===== src/rtl/id_ex_pipe_stage.sv =====
// ID->EX pipeline register with valid/ready handshake, synchronous flush, bubble gating and a
// saturating stall counter. Define ID_EX_SKID_EN to add a one-entry skid buffer (registered in_ready).
module id_ex_pipe_stage #(
   parameter int               XLEN      = 32,
   parameter int               RA_W      = 5,
   parameter int               ALUC_W    = 4,
   parameter logic [XLEN-1:0]  NOP_INSTR = 32'h00000013,
   parameter int               CNT_W     = 16
) (
   input  logic              clk,
   input  logic              rst_n,
   input  logic              in_valid,
   output logic              in_ready,
   input  logic              flush,
   input  logic              load_in,
   input  logic              store_in,
   input  logic              next_sel_in,
   input  logic              branch_result_in,
   input  logic              reg_write_in,
   input  logic [RA_W-1:0]   rs1_in,
   input  logic [RA_W-1:0]   rs2_in,
   input  logic [ALUC_W-1:0] alu_control_in,
   input  logic [1:0]        mem_to_reg_in,
   input  logic [XLEN-1:0]   opa_in,
   input  logic [XLEN-1:0]   opb_in,
   input  logic [XLEN-1:0]   opb_data_in,
   input  logic [XLEN-1:0]   pc_in,
   input  logic [XLEN-1:0]   instruction_in,
   output logic              out_valid,
   input  logic              out_ready,
   output logic              load,
   output logic              store,
   output logic              next_sel,
   output logic              branch_result,
   output logic              reg_write_out,
   output logic [RA_W-1:0]   rs1_out,
   output logic [RA_W-1:0]   rs2_out,
   output logic [ALUC_W-1:0] alu_control,
   output logic [1:0]        mem_to_reg,
   output logic [XLEN-1:0]   opa_out,
   output logic [XLEN-1:0]   opb_out,
   output logic [XLEN-1:0]   opb_data_out,
   output logic [XLEN-1:0]   pc_out,
   output logic [XLEN-1:0]   instruction_out,
   output logic [CNT_W-1:0]  stall_count
);

   // Whole entry travels as one vector; instruction occupies the low XLEN bits.
   localparam int              PW     = 5 + 2*RA_W + ALUC_W + 2 + 5*XLEN;
   localparam logic [PW-1:0]   PL_RST = {{(PW-XLEN){1'b0}}, NOP_INSTR};

   logic [PW-1:0]    in_pl;
   logic [PW-1:0]    main_q, main_d;
   logic             main_valid_q, main_valid_d;
   logic [CNT_W-1:0] stall_q, stall_d;
   logic             accept, pop;

   logic             f_load, f_store, f_next_sel, f_branch, f_reg_write;
   logic [XLEN-1:0]  f_instr;

   assign in_pl = {load_in, store_in, next_sel_in, branch_result_in, reg_write_in,
                   rs1_in, rs2_in, alu_control_in, mem_to_reg_in,
                   opa_in, opb_in, opb_data_in, pc_in, instruction_in};

   assign pop    = main_valid_q & out_ready;
   assign accept = in_valid & in_ready;

`ifdef ID_EX_SKID_EN
   logic [PW-1:0] skid_q, skid_d;
   logic          skid_valid_q, skid_valid_d;

   assign in_ready = rst_n & ~skid_valid_q;

   always_comb begin
      main_d       = main_q;
      main_valid_d = main_valid_q;
      skid_d       = skid_q;
      skid_valid_d = skid_valid_q;
      if (flush) begin
         main_valid_d = 1'b0;
         skid_valid_d = 1'b0;
         main_d       = {main_q[PW-1:XLEN], NOP_INSTR};
      end else if (skid_valid_q) begin
         if (pop) begin
            main_d       = skid_q;
            skid_valid_d = 1'b0;
         end
      end else if (accept) begin
         // A held main entry pushes the newcomer into the skid slot.
         if (main_valid_q && !pop) begin
            skid_d       = in_pl;
            skid_valid_d = 1'b1;
         end else begin
            main_d       = in_pl;
            main_valid_d = 1'b1;
         end
      end else if (pop) begin
         main_valid_d = 1'b0;
      end
   end

   always_ff @(posedge clk or negedge rst_n) begin
      if (!rst_n) begin
         skid_q       <= '0;
         skid_valid_q <= 1'b0;
      end else begin
         skid_q       <= skid_d;
         skid_valid_q <= skid_valid_d;
      end
   end
`else
   assign in_ready = rst_n & (out_ready | ~main_valid_q);

   always_comb begin
      main_d       = main_q;
      main_valid_d = main_valid_q;
      if (flush) begin
         main_valid_d = 1'b0;
         main_d       = {main_q[PW-1:XLEN], NOP_INSTR};
      end else if (accept) begin
         main_d       = in_pl;
         main_valid_d = 1'b1;
      end else if (pop) begin
         main_valid_d = 1'b0;
      end
   end
`endif

   always_comb begin
      stall_d = stall_q;
      if (main_valid_q && !out_ready && !(&stall_q)) begin
         stall_d = stall_q + CNT_W'(1);
      end
   end

   always_ff @(posedge clk or negedge rst_n) begin
      if (!rst_n) begin
         main_q       <= PL_RST;
         main_valid_q <= 1'b0;
         stall_q      <= '0;
      end else begin
         main_q       <= main_d;
         main_valid_q <= main_valid_d;
         stall_q      <= stall_d;
      end
   end

   assign {f_load, f_store, f_next_sel, f_branch, f_reg_write,
           rs1_out, rs2_out, alu_control, mem_to_reg,
           opa_out, opb_out, opb_data_out, pc_out, f_instr} = main_q;

   // Side-effecting controls are squashed for bubbles so EX never acts on stale data.
   assign out_valid       = main_valid_q;
   assign load            = f_load      & main_valid_q;
   assign store           = f_store     & main_valid_q;
   assign next_sel        = f_next_sel  & main_valid_q;
   assign branch_result   = f_branch    & main_valid_q;
   assign reg_write_out   = f_reg_write & main_valid_q;
   assign instruction_out = main_valid_q ? f_instr : NOP_INSTR;
   assign stall_count     = stall_q;

endmodule

===== config.mk =====
export PLATFORM = sky130hd
export DESIGN_NAME = id_ex_pipe_stage
export DESIGN_NICKNAME = d
export VERILOG_FILES = /design/src/rtl/id_ex_pipe_stage.sv
export SDC_FILE = /design/constraint.sdc
export NUM_CORES = 1
export LEC_CHECK = 0
export ABC_AREA = 1
export BUFFER_PORTS_ARGS = -buffer_cell sky130_fd_sc_hd__buf_4
export CORE_MARGIN = 1
export CORE_UTILIZATION = 40
export CTS_CLUSTER_DIAMETER = 200
export DETAILED_ROUTE_END_ITERATION = 12
export GPL_TIMING_DRIVEN = 0
export PLACE_DENSITY = 0.8
export SYNTH_ARGS = -nofsm -noshare
export SYNTH_HDL_FRONTEND = slang
export SYNTH_SLANG_ARGS = --single-unit

===== constraint.sdc =====
create_clock -name clk -period 3.9 [get_ports clk]
set_clock_uncertainty 0.2 [all_clocks]
set_input_delay 0.585 -clock clk [delete_from_list [all_inputs] [get_ports clk]]
set_output_delay 0.585 -clock clk [all_outputs]
set_load 0.1 [all_outputs]

==> flow_metrics.py <==
metrics = {
    "finish": {
        "drive_above_1_share_pct": 38.1,
        "seq_area_um2": 4960,
        "layout.nets": 1740,
        "final_cells": 1852,
        "n_fill_cell": 2035,
        "final_util_pct": 58.0,
        "syn_to_final_growth_pct": 42.0,
        "multi_input_area_um2": 2710,
    },
    "route": {
        "route.met3.wl_um": 2180,
        "wl_per_cell_um": 13.8,
        "drt_iter0_drc": 428,
        "vias_per_cell": 4.41,
        "wl_met1_um": 9870,
        "first_pass_iters": 5,
        "final_antenna_net_count": 0,
        "drc": 0,
        "dr_total_vias": 8159,
        "top_layer_used": "met4",
        "met2_length_um": 12700,
        "wl_um": 25500,
    },
    "synthesis": {
        "async_flop_share_pct": 100,
        "synth-seq-area-share_pct": 53.5,
        "syn-num-nets": 1335,
        "yosysTopAreaCell": "dfrtp_1",
        "avgSynthCellArea_um2": 8.08,
        "ys_warn_count": 0,
        "yosys.area.top_type_share_pct": 52.6,
        "synthTopCellsByCount": "644 x nand2_1, 195 x dfrtp_1, 146 x buf_4",
        "syn_inst": 1148,
        "synth_ff_type": "dfrtp_1",
        "yosysMostFrequentCell": "nand2_1",
        "synth-edff-count": 0,
        "ys_ff_latch": 198,
        "ys_types": 23,
        "synth_area_um2": 9270,
        "synth.area.top_cells": "dfrtp_1 53%, nand2_1 26%, buf_4 12%, inv_1 2.4%, buf_6 1.6%",
    },
    "die": {
        "core_area_um2": 22700,
        "start_util_pct": 40.8,
        "dieHeight_um": 154,
        "rows": 55,
        "fp.dieW_um": 154,
        "ioPinCount": 385,
        "dieArea_um2": 23800,
    },
    "critical_path": {
        "cp_slowest_stage_delay_ns": 0.57,
        "worstSetupPathType": "primary input to output pin",
        "end_kind": "output pin",
        "setup.worst_path.start_class": "primary input",
        "cp_top_family": "buffers and inverters",
        "crit_slowest_cell": "dlygate4sd3_1",
        "crit_fanout": 100,
        "crit_buf_inv": 5,
        "arrival_ns": 2.79,
        "crit_chain": "dlygate4sd3_1, buf_8, buf_16, inv_1, nor2_4, buf_4",
        "required_ns": 3.12,
    },
    "timing": {
        "whs_ns": 0.144,
        "relSlewSlack_pct": 47.6,
        "max_slew.worst_pin.slew_ns": 0.786,
        "rsz0062_at_grt": "no",
        "fin_crit_sh_pct": 91.7,
        "slew_violations": 0,
        "hold_viol": 0,
        "timing.fmax_mhz": 280,
        "fin_crit_ns": 3.57,
        "final-setup-viol-count": 0,
        "setup_tns_ns": 0,
        "fin_ws_ns": 0.325,
    },
    "global_route": {
        "grt_pass1_vias": 8117,
        "antenna_found_initial": 1,
        "grt.total_usage_pct": 21.5,
        "grt_pass1_wl_um": 40000,
        "grt-ovfl-total": 0,
        "grt_start_max_net_pins": 101,
    },
    "cts": {
        "cts_resized": 0,
        "max-clock-path-buffers": 2,
        "htree_levels": 4,
        "hold_buffers": 1,
        "numCtsBuffers": 17,
        "cts.clk_slew.worst_paths_ns": 0.08,
        "cts_tree": "yes",
        "cts_root_buffer": "clkbuf_16",
        "cts.sinks": 198,
        "post_cts_buffers": 0,
        "clock_latency_ns": 0.42,
    },
    "placed_design": {
        "dp_cells": 1818,
        "port_buffers": 384,
        "post-place-ws_ns": 0.623,
        "hpwlAfterDp_um": 19500,
        "gp_congestion": 0.905,
    },
    "outcome": {
        "status": "complete, no violations",
    },
    "power": {
        "max-vdd-ir-drop_mv": 0.331,
        "leakagePower_nw": 7.82,
        "power.density_nw_per_um2": 605,
    },
    "flow_run": {
        "cap_violations": 0,
    },
    "min_path": {
        "hold_class": "primary input to register",
    },
}
## where the power goes
group | switching [mW] | internal, mW | total [mW] | leakage [nW]
registers | 0.182 | 2.35 | 2.53 | 2.50
clock network | 0.872 | 0.954 | 1.83 | 0.300
logic | 2.66 | 0.940 | 3.60 | 5.02
## area by class of cell
type | instances | area share [%]
Inverter | 62 | 1.78
Sequential cell | 198 | 37.7
Multi-Input combinational cell | 700 | 20.6
Clock inverter | 13 | 1.18
Buffer | 188 | 10.4
Timing Repair Buffer | 386 | 22.2
Antenna cell | 1 | 0.0190
Tap cell | 285 | 2.71
Clock buffer | 19 | 3.44
## layer usage
metal	track usage, %	vias to the layer above
li1	-	4080
met1	24.0	3734
met2	37.9	297
met3	6.92	48
met4	8.76	0
met5	0	-
## tightest hold or removal path: cells and delay by family
family	cells	cell delay [ns]
AND/OR/NAND/NOR	2	0.08
buffers and inverters	1	0.08
## state kept, by name (all words and copies together) (netlist names)
| signal | flops |
|---|---|
| main_q | 181 |
| out_valid | 1 |
| stall_count | 16 |
## worst paths after layout
path	startpoint	to	slack (ns)	cells past startpoint
max reg2reg	out_valid$_DFFE_PN0P_	out_valid$_DFFE_PN0P_	1.87	8
max	rst_n	in_ready	0.33	6
min reg2reg	main_q[11]$_DFFE_PN0P_	main_q[11]$_DFFE_PN0P_	0.27	2
min	opb_data_in[15]	main_q[79]$_DFFE_PN0P_	0.14	3
max in group asynchronous	rst_n	main_q[1]$_DFFE_PN1P_	1.95	3
min in group asynchronous	rst_n	main_q[108]$_DFFE_PN0P_	0.56	2
## logic make-up (layout without fill, tap and decap cells)
logic type | Yosys count | after routing | synth area share, %
buffers and inverters | 250 | 668 | 17.3
AOI/OAI and AO/OA | 9 | 9 | 0.486
DFF | 198 | 198 | 53.5
adders and majority gates | 1 | 1 | 0.135
and+or+nand+nor | 688 | 688 | 28.4
other | 0 | 1 | 0
xor gates and xnor gates | 2 | 2 | 0.189
## cell usage in the layout (no fill, tap or decap), drive strengths merged, types with 4 or more instances in the layout
master and n:
inv 70, buf 560, nand3 10, nand4 6
clkbuf 32, nor2 23, o21ai 6, clkinv 4
dfrtp 195, nand2 645
## per-stage QoR
step / cell area, µm² / total power [mW]
final: 13200 / 7.96
after global routing: 13200 / 8.25
after CTS: 13200 / 8.02
after detailed placement: 12500 / 6.18
after global placement: 12500 / 6.13
after floorplan: 9270 / 5.39
No activity file was read; power rests on OpenSTA's default activity.
